## src/rtl/register_file_pkg.sv

```systemverilog
// Shared constants for the integer register file: architectural register
// indices and the memory-map reset values of sp and gp.
package register_file_pkg;

   localparam int unsigned NUM_REGS      = 32;
   localparam int unsigned REG_IDX_WIDTH = 5;

   localparam logic [REG_IDX_WIDTH-1:0] ZERO = 5'd0;
   localparam logic [REG_IDX_WIDTH-1:0] RA   = 5'd1;
   localparam logic [REG_IDX_WIDTH-1:0] SP   = 5'd2;
   localparam logic [REG_IDX_WIDTH-1:0] GP   = 5'd3;

   // Top of the stack region and the middle of the small-data region.
   // The data-memory map uses the same values.
   localparam logic [31:0] SP_INIT_DEFAULT = 32'h7FFF_EFFC;
   localparam logic [31:0] GP_INIT_DEFAULT = 32'h1000_8000;

endpackage : register_file_pkg

```

## src/rtl/register_file_cell.sv

```systemverilog
// One architectural register: a DATA_WIDTH-wide flop with load enable and
// an asynchronous active-low reset to a per-instance RESET_VALUE.
module register_cell #(
   parameter int unsigned             DATA_WIDTH  = 32,
   parameter logic [DATA_WIDTH-1:0]   RESET_VALUE = '0
) (
   input  logic                  clk,
   input  logic                  rst_n,
   input  logic                  en,
   input  logic [DATA_WIDTH-1:0] d,
   output logic [DATA_WIDTH-1:0] q
);

   // Load d on enabled edges; reset wins immediately, so an in-flight write
   // on the reset edge is discarded.
   always_ff @(posedge clk or negedge rst_n) begin
      if (!rst_n) begin
         q <= RESET_VALUE;
      end else if (en) begin
         q <= d;
      end
   end

endmodule : register_cell

```

## src/rtl/register_file.sv

```systemverilog
// 32 x 32-bit RISC-V integer register file. Two combinational read ports
// (rs1 -> ALU operand A, rs2 -> B-operand mux / store data), one write port
// from the write-back mux. x0 has no storage and always reads zero.
module register_file
   import register_file_pkg::*;
#(
   parameter int unsigned           DATA_WIDTH   = 32,
   parameter int unsigned           ADDR_WIDTH   = 5,
   parameter logic [DATA_WIDTH-1:0] SP_INIT      = SP_INIT_DEFAULT,
   parameter logic [DATA_WIDTH-1:0] GP_INIT      = GP_INIT_DEFAULT,
   parameter bit                    WRITE_BYPASS = 1'b1
) (
   input  logic                  clk,
   input  logic                  reset,
   input  logic                  Reg_Write_i,
   input  logic [ADDR_WIDTH-1:0] Write_Register_i,
   input  logic [DATA_WIDTH-1:0] Write_Data_i,
   input  logic [ADDR_WIDTH-1:0] Read_Register_1_i,
   input  logic [ADDR_WIDTH-1:0] Read_Register_2_i,
   output logic [DATA_WIDTH-1:0] Read_Data_1_o,
   output logic [DATA_WIDTH-1:0] Read_Data_2_o
);

   localparam int unsigned DEPTH = 2 ** ADDR_WIDTH;

   logic                  write_valid;
   logic [DEPTH-1:0]      write_en;
   logic [DATA_WIDTH-1:0] reg_q [DEPTH];

   // A write only counts when enabled and not aimed at x0.
   assign write_valid = Reg_Write_i && (Write_Register_i != ZERO);

   // One-hot write-enable decode of rd.
   always_comb begin
      write_en = '0;
      if (write_valid) begin
         write_en[Write_Register_i] = 1'b1;
      end
   end

   assign reg_q[0] = '0;

   genvar i;
   generate
      for (i = 1; i < DEPTH; i++) begin : g_reg
         localparam logic [ADDR_WIDTH-1:0] IDX = ADDR_WIDTH'(i);
         localparam logic [DATA_WIDTH-1:0] RV  = (IDX == SP) ? SP_INIT :
                                                 (IDX == GP) ? GP_INIT : '0;
         register_cell #(
            .DATA_WIDTH  (DATA_WIDTH),
            .RESET_VALUE (RV)
         ) u_cell (
            .clk   (clk),
            .rst_n (reset),
            .en    (write_en[i]),
            .d     (Write_Data_i),
            .q     (reg_q[i])
         );
      end
   endgenerate

   // Read muxes with optional same-cycle forwarding of the write data.
   // Forwarding is suppressed while reset is held so reads show reset values,
   // and never applies to x0 because write_valid already excludes it.
   always_comb begin
      Read_Data_1_o = reg_q[Read_Register_1_i];
      Read_Data_2_o = reg_q[Read_Register_2_i];
      if (WRITE_BYPASS && reset && write_valid) begin
         if (Write_Register_i == Read_Register_1_i) begin
            Read_Data_1_o = Write_Data_i;
         end
         if (Write_Register_i == Read_Register_2_i) begin
            Read_Data_2_o = Write_Data_i;
         end
      end
   end

endmodule : register_file

```

## config.mk

```make
export PLATFORM = sky130hd
export DESIGN_NAME = register_file
export DESIGN_NICKNAME = d
export VERILOG_FILES = /design/src/rtl/register_file_pkg.sv /design/src/rtl/register_file_cell.sv /design/src/rtl/register_file.sv
export SDC_FILE = /design/constraint.sdc
export NUM_CORES = 2
export LEC_CHECK = 0
export BUFFER_PORTS_ARGS = -buffer_cell sky130_fd_sc_hd__buf_2
export CAP_MARGIN = 20
export CELL_PAD_IN_SITES_DETAIL_PLACEMENT = 2
export CELL_PAD_IN_SITES_GLOBAL_PLACEMENT = 2
export CORE_ASPECT_RATIO = 1.2
export CORE_MARGIN = 4
export CORE_UTILIZATION = 51
export CTS_CLUSTER_SIZE = 20
export DETAILED_ROUTE_END_ITERATION = 8
export PLACE_DENSITY = 0.95
export SLEW_MARGIN = 20
export SYNTH_ARGS = -nofsm -noshare
export SYNTH_HDL_FRONTEND = slang
export SYNTH_HIERARCHICAL = 1
export SYNTH_SLANG_ARGS = --single-unit
export TNS_END_PERCENT = 5
```

## constraint.sdc

```tcl
create_clock -name clk -period 4.1 [get_ports clk]
set_input_delay 0.82 -clock clk [delete_from_list [all_inputs] [get_ports clk]]
set_output_delay 0.82 -clock clk [all_outputs]
set_load 0.01 [all_outputs]
```

After elaboration in Yosys (flattened, before gate mapping)
Cells that the tools add are included.
{"block": "totals", "register_bits": 992, "output_inout_bits": 64, "in_bits": 50}
{"block": "classes", "order_cmp": 4, "n_bitwise": 2, "eq_ne": 2, "n_mux": 13, "reduce_logical": 4}
{"op": "32-bit binary-select mux with 5-bit select", "count": 2}
{"op": "32-bit two-way mux", "count": 9}
{"op": "6-bit >= comparator, second input constant", "count": 2}
{"op": "5-bit NOT with 6-bit output", "count": 2}
{"op": "5-bit == test", "count": 2}
{"op": "5-bit by 6-bit less-than comparator with 1-bit output, second input constant", "count": 1}
{"op": "1-bit demux with 5-bit select", "count": 1}
{"op": "5-bit by 1-bit >= comparator with 1-bit output, second input constant", "count": 1}
{"op": "5-bit nonzero test", "count": 1}
{"op": "1-bit logical AND", "count": 3}
{"op": "1-bit two-way mux", "count": 1}

Depth between registers and ports, before layout
{"block": "logic_depth", "depth_word": 6, "mapped_depth": 9, "ltp_nobuf": 5}

By module
The synthesis kept the hierarchy.
{"module": "register_cell at g_reg[10].u_cell ...", "seq_area_each_um2": 800.8, "area_each_um2": 1345.0, "n_inst": 29, "cells_each": 68}
{"module": "register_file", "seq_area_each_um2": 0.0, "area_each_um2": 17969.7, "n_inst": 1, "cells_each": 1995}
{"module": "register_cell at g_reg[2].u_cell", "seq_area_each_um2": 835.8, "area_each_um2": 1380.1, "n_inst": 1, "cells_each": 68}
{"module": "register_cell at g_reg[3].u_cell", "seq_area_each_um2": 803.3, "area_each_um2": 1347.5, "n_inst": 1, "cells_each": 68}

Worst setup path before layout
No wires, ideal clock.
{"block": "synth_timing", "kind": "input port to output port", "from": "in Read_Register_2_i[0]", "to": "out Read_Data_2_o[10]", "t_arrival_ns": 2.313, "stages": 7, "path_buffers": 3, "path_slack_ns": 0.967, "cell_sequence": "buf_6 buf_6 buf_2 mux4_2 mux2i_1 o221ai_1 o22a_1"}
{"block": "synth_via", "elab_chain_cells": 6, "word_cells_on_any_way": 7}
{"item": "start: declaration", "line": "register_file.sv:19", "text": "input logic [ADDR_WIDTH-1:0] Read_Register_2_i,"}
{"item": "5-bit NOT with 6-bit output (implied by the code)", "line": "register_file.sv:67", "text": "Read_Data_2_o = reg_q[Read_Register_2_i];"}
{"item": "32-bit binary-select mux with 5-bit select", "line": "register_file.sv:67"}
{"item": "32-bit two-way mux (implied by the code) (2 in series)", "line": "register_file.sv:67"}
{"item": "32-bit two-way mux", "line": "register_file.sv:72", "text": "if (Write_Register_i == Read_Register_2_i) begin"}
{"item": "32-bit two-way mux (*)", "line": "register_file.sv:68", "text": "if (WRITE_BYPASS && reset && write_valid) begin"}
{"item": "end: declaration", "line": "register_file.sv:21", "text": "output logic [DATA_WIDTH-1:0] Read_Data_2_o"}
Every way passes the cells marked *; elsewhere a longest branch is shown, timed or not. The select of a mux whose other input is x is not followed.

Worst setup path in the final report
{"block": "layout_timing", "from": "in Read_Register_1_i[1]", "to": "out Read_Data_1_o[7]"}
{"block": "layout_via", "elab_chain_cells": 6, "word_cells_on_any_way": 7}
{"item": "start: declaration", "line": "register_file.sv:18", "text": "input logic [ADDR_WIDTH-1:0] Read_Register_1_i,"}
{"item": "5-bit NOT with 6-bit output (implied by the code)", "line": "register_file.sv:66", "text": "Read_Data_1_o = reg_q[Read_Register_1_i];"}
{"item": "32-bit binary-select mux with 5-bit select", "line": "register_file.sv:66"}
{"item": "32-bit two-way mux (implied by the code) (2 in series)", "line": "register_file.sv:66"}
{"item": "32-bit two-way mux", "line": "register_file.sv:69", "text": "if (Write_Register_i == Read_Register_1_i) begin"}
{"item": "32-bit two-way mux (*)", "line": "register_file.sv:68"}
{"item": "end: declaration", "line": "register_file.sv:20", "text": "output logic [DATA_WIDTH-1:0] Read_Data_1_o,"}
Marks and branches as above.

==> flow_summary.json <==
{
  "status": "complete, but fails checks",
  "violations": "setup timing",
  "synth_warnings": 6,
  "fin_crit_sh": 1.15,
  "multiInputGateArea_sq_um": 31700,
  "timing.final.ws_setup_ns": -0.604,
  "rsz0062_at_grt": "yes",
  "setup_violations": 42,
  "antenna_found_initial": 32,
  "final_area_sq_um": 66300,
  "synth-seq-cells": 992,
  "route.detailed.drc": 0,
  "synthDistinctLibCells": 52,
  "tightest_slew_ns": 1.28,
  "critPathMostFrequentCell": "buf_4",
  "hp-class": "in2async",
  "die_x_microns": 320,
  "drv_slew": 0,
  "synth-seq-area-share": 0.416,
  "cpMaxStageDelayCell": "mux2i_1",
  "final_nets": 4293,
  "crit_path_end_kind": "primary output",
  "drive_above_1_share": 0.452,
  "ctsLongestPathBuffers": 3,
  "critPathKind": "in2out",
  "top_regs": "g.u_cell/q x992",
  "dp_hpwl_mm": 179,
  "track_usage": 0.500,
  "dieHeight_microns": 383,
  "cts_tree": "built",
  "worstPathMaxFanout": 38,
  "layout.filler_cells": 9916,
  "placed_cell_area_sq_um": 62100,
  "yosys_most_used_dff": "dfrtp_1",
  "finalCriticalPeriod_ns": 4.70,
  "start_util": 0.514,
  "power.density_nw_per_um2": 535,
  "hold_viol": 0,
  "grt_max_degree": 171,
  "synth_nets": 4153,
  "htreeDepth": 3,
  "drv_cap": 0,
  "routed_wl_mm": 333,
  "grt_pass1_wl_mm": 435,
  "async_flop_share": 1.00,
  "synth_area_sq_um": 59700,
  "ir_drop_uv": 617,
  "critical-path-max-stage-delay_ns": 0.61,
  "dr.first_iter.drc_count": 7463,
  "p_leak_nw": 29.7,
  "crit_chain": "buf_12 > buf_4 > buf_4 > mux2i_1 > a22oi_1 > a31oi_1 > a41oi_1 > buf_4 > buf_2",
  "syn_avg_cell_area_sq_um": 14.6,
  "slew-limit-headroom": 0.146,
  "grt_pass1_vias": 52600,
  "firstDrtPassIters": 7,
  "num_vias": 49400,
  "viasPerCell": 8.39,
  "fin_skew_ns": 0,
  "areaGrowthSynthToFinish_pct": 11.1,
  "totalNegativeSetupSlack_ns": -6.22,
  "cts_sinks": 992,
  "clock_latency_ns": 0.80,
  "start_kind": "input pin",
  "synth_cells": 4103,
  "critPathArrivalTime_ns": 3.88,
  "wl_per_cell_microns": 56.6,
  "synth_edf_count": 0,
  "core-area_sq_um": 116000,
  "root_buffer": "clkbuf_16",
  "place.gp.congestion": 0.880,
  "ant_nets": 0,
  "cp_data_required_time_ns": 3.28,
  "rows": 137,
  "max_flop_register": "g.u_cell/q",
  "clk_pin_slew_ns": 0.07,
  "io_buffers": 113,
  "largest_register_ffs": 992,
  "r2r_slack_ns": 2.99,
  "max_freq_ghz": 0.213,
  "final_util": 0.571,
  "io_pins": 114,
  "grt-ovfl-total": 0,
  "dieArea_sq_um": 123000,
  "final-seq-area_sq_um": 24900,
  "cts_buffers": 109
}
## layout by cell type (no fill, tap or decap), types with 56 or more instances in the layout
cell       synthesis  final
dfrtp_1          962    962
mux2_4           930    930
mux2i_1          565    560
buf_4             37    217
mux2_2           164    164
mux4_2           159    159
clkbuf_16          0    111
buf_2             89    105
a21oi_1           98     97
a22oi_1           95     94
a211oi_1          94     91
buf_12            94     82
o22ai_1           67     67
a221o_1           56     56
## cell type report
type,count,share of cell area
clock buffer,162,0.0493
clock inverter,44,0.00934
tap,1529,0.0288
antenna,21,0.000792
multi-input combinational,2726,0.478
sequential,992,0.375
timing repair buffer,411,0.0590
inverter,3,0.000208
## path summary, 6_finish.rpt
path / from / endpoint / cells past startpoint
worst min-delay path: reset / g_reg[26].u_cell/q[10]$_DFFE_PN0P_ / 2
worst max register to register: g_reg[13].u_cell/q[7]$_DFFE_PN0P_ / g_reg[13].u_cell/q[7]$_DFFE_PN0P_ / 1
max in group asynchronous: reset / g_reg[30].u_cell/q[24]$_DFFE_PN0P_ / 5
worst max-delay path: Read_Register_1_i[1] / Read_Data_1_o[7] / 9
min in group clk: Write_Data_i[8] / g_reg[23].u_cell/q[8]$_DFFE_PN0P_ / 2
worst min register to register: g_reg[5].u_cell/q[30]$_DFFE_PN0P_ / g_reg[5].u_cell/q[30]$_DFFE_PN0P_ / 1
## Yosys cell counts, types with 46 or more instances
cell type  count  area [sq um]
mux2_4       930         14000
nand2_1       46           173
mux4_2       159          3580
a211oi_1      94           706
buf_2         89           445
clkbuf_1      94           353
buf_6         55           619
mux2_2       164          1850
a221o_1       56           561
a21oi_1       98           490
a22oi_1       95           713
mux2i_1      565          5660
nor2_1        77           289
dfrtp_1      962         24100
buf_12        94          1880
o22ai_1       67           419
## layer usage
metal / vias to the layer above / GRT usage / share of wire
met5: - / 0.0119 / 0.0018
met4: 36 / 0.480 / 0.13
met3: 2854 / 0.186 / 0.13
met2: 5439 / 0.752 / 0.43
met1: 25000 / 0.537 / 0.32
li1: 16000 / - / -
## stage by stage
stage	setup slack, ns	instances	hold WS (ns)	power (mW)
6_report	-0.604	5888	0.104	35.5
5_1_grt	-0.503	5874	0.0982	35.7
4_1_cts	-0.0293	5866	0.0801	34.1
3_5_place_dp	-0.222	5659	0.521	22.0
3_3_place_gp	0.0477	5659	0.507	20.5
2_1_floorplan	0.967	4103	0.490	18.4
## kinds of logic after synthesis
group / after synthesis / share of synthesized area
multiplexers: 1818 / 0.420
AND/OR/NAND/NOR: 253 / 0.0214
buffers and inverters: 385 / 0.0617
flip-flops: 992 / 0.416
AO/OA/AOI/OAI: 645 / 0.0795
XOR/XNOR: 10 / 0.00147
## power breakdown
group,total (mW),leakage (nW),internal [mW],switching (mW)
sequential,14.6,12.6,11.7,2.89
combinational,9.28,15.1,4.49,4.79
clock,11.6,1.93,6.46,5.11
## what timing repair did
action                     4_1_cts  5_1_grt
setup endpoints to repair       19       23
resized for setup               20       36
hold endpoints to repair        11        0
cloned                           0        0
hold buffers                     1        0
setup buffers                    0        0
## critical path, delay by kind of cell
kind	cells	cell delay (ns)
buffers and inverters	5	1.23
AOI/OAI and AO/OA	3	1.15
muxes	1	0.61
Note: power is estimated with default switching activity, not from simulation.
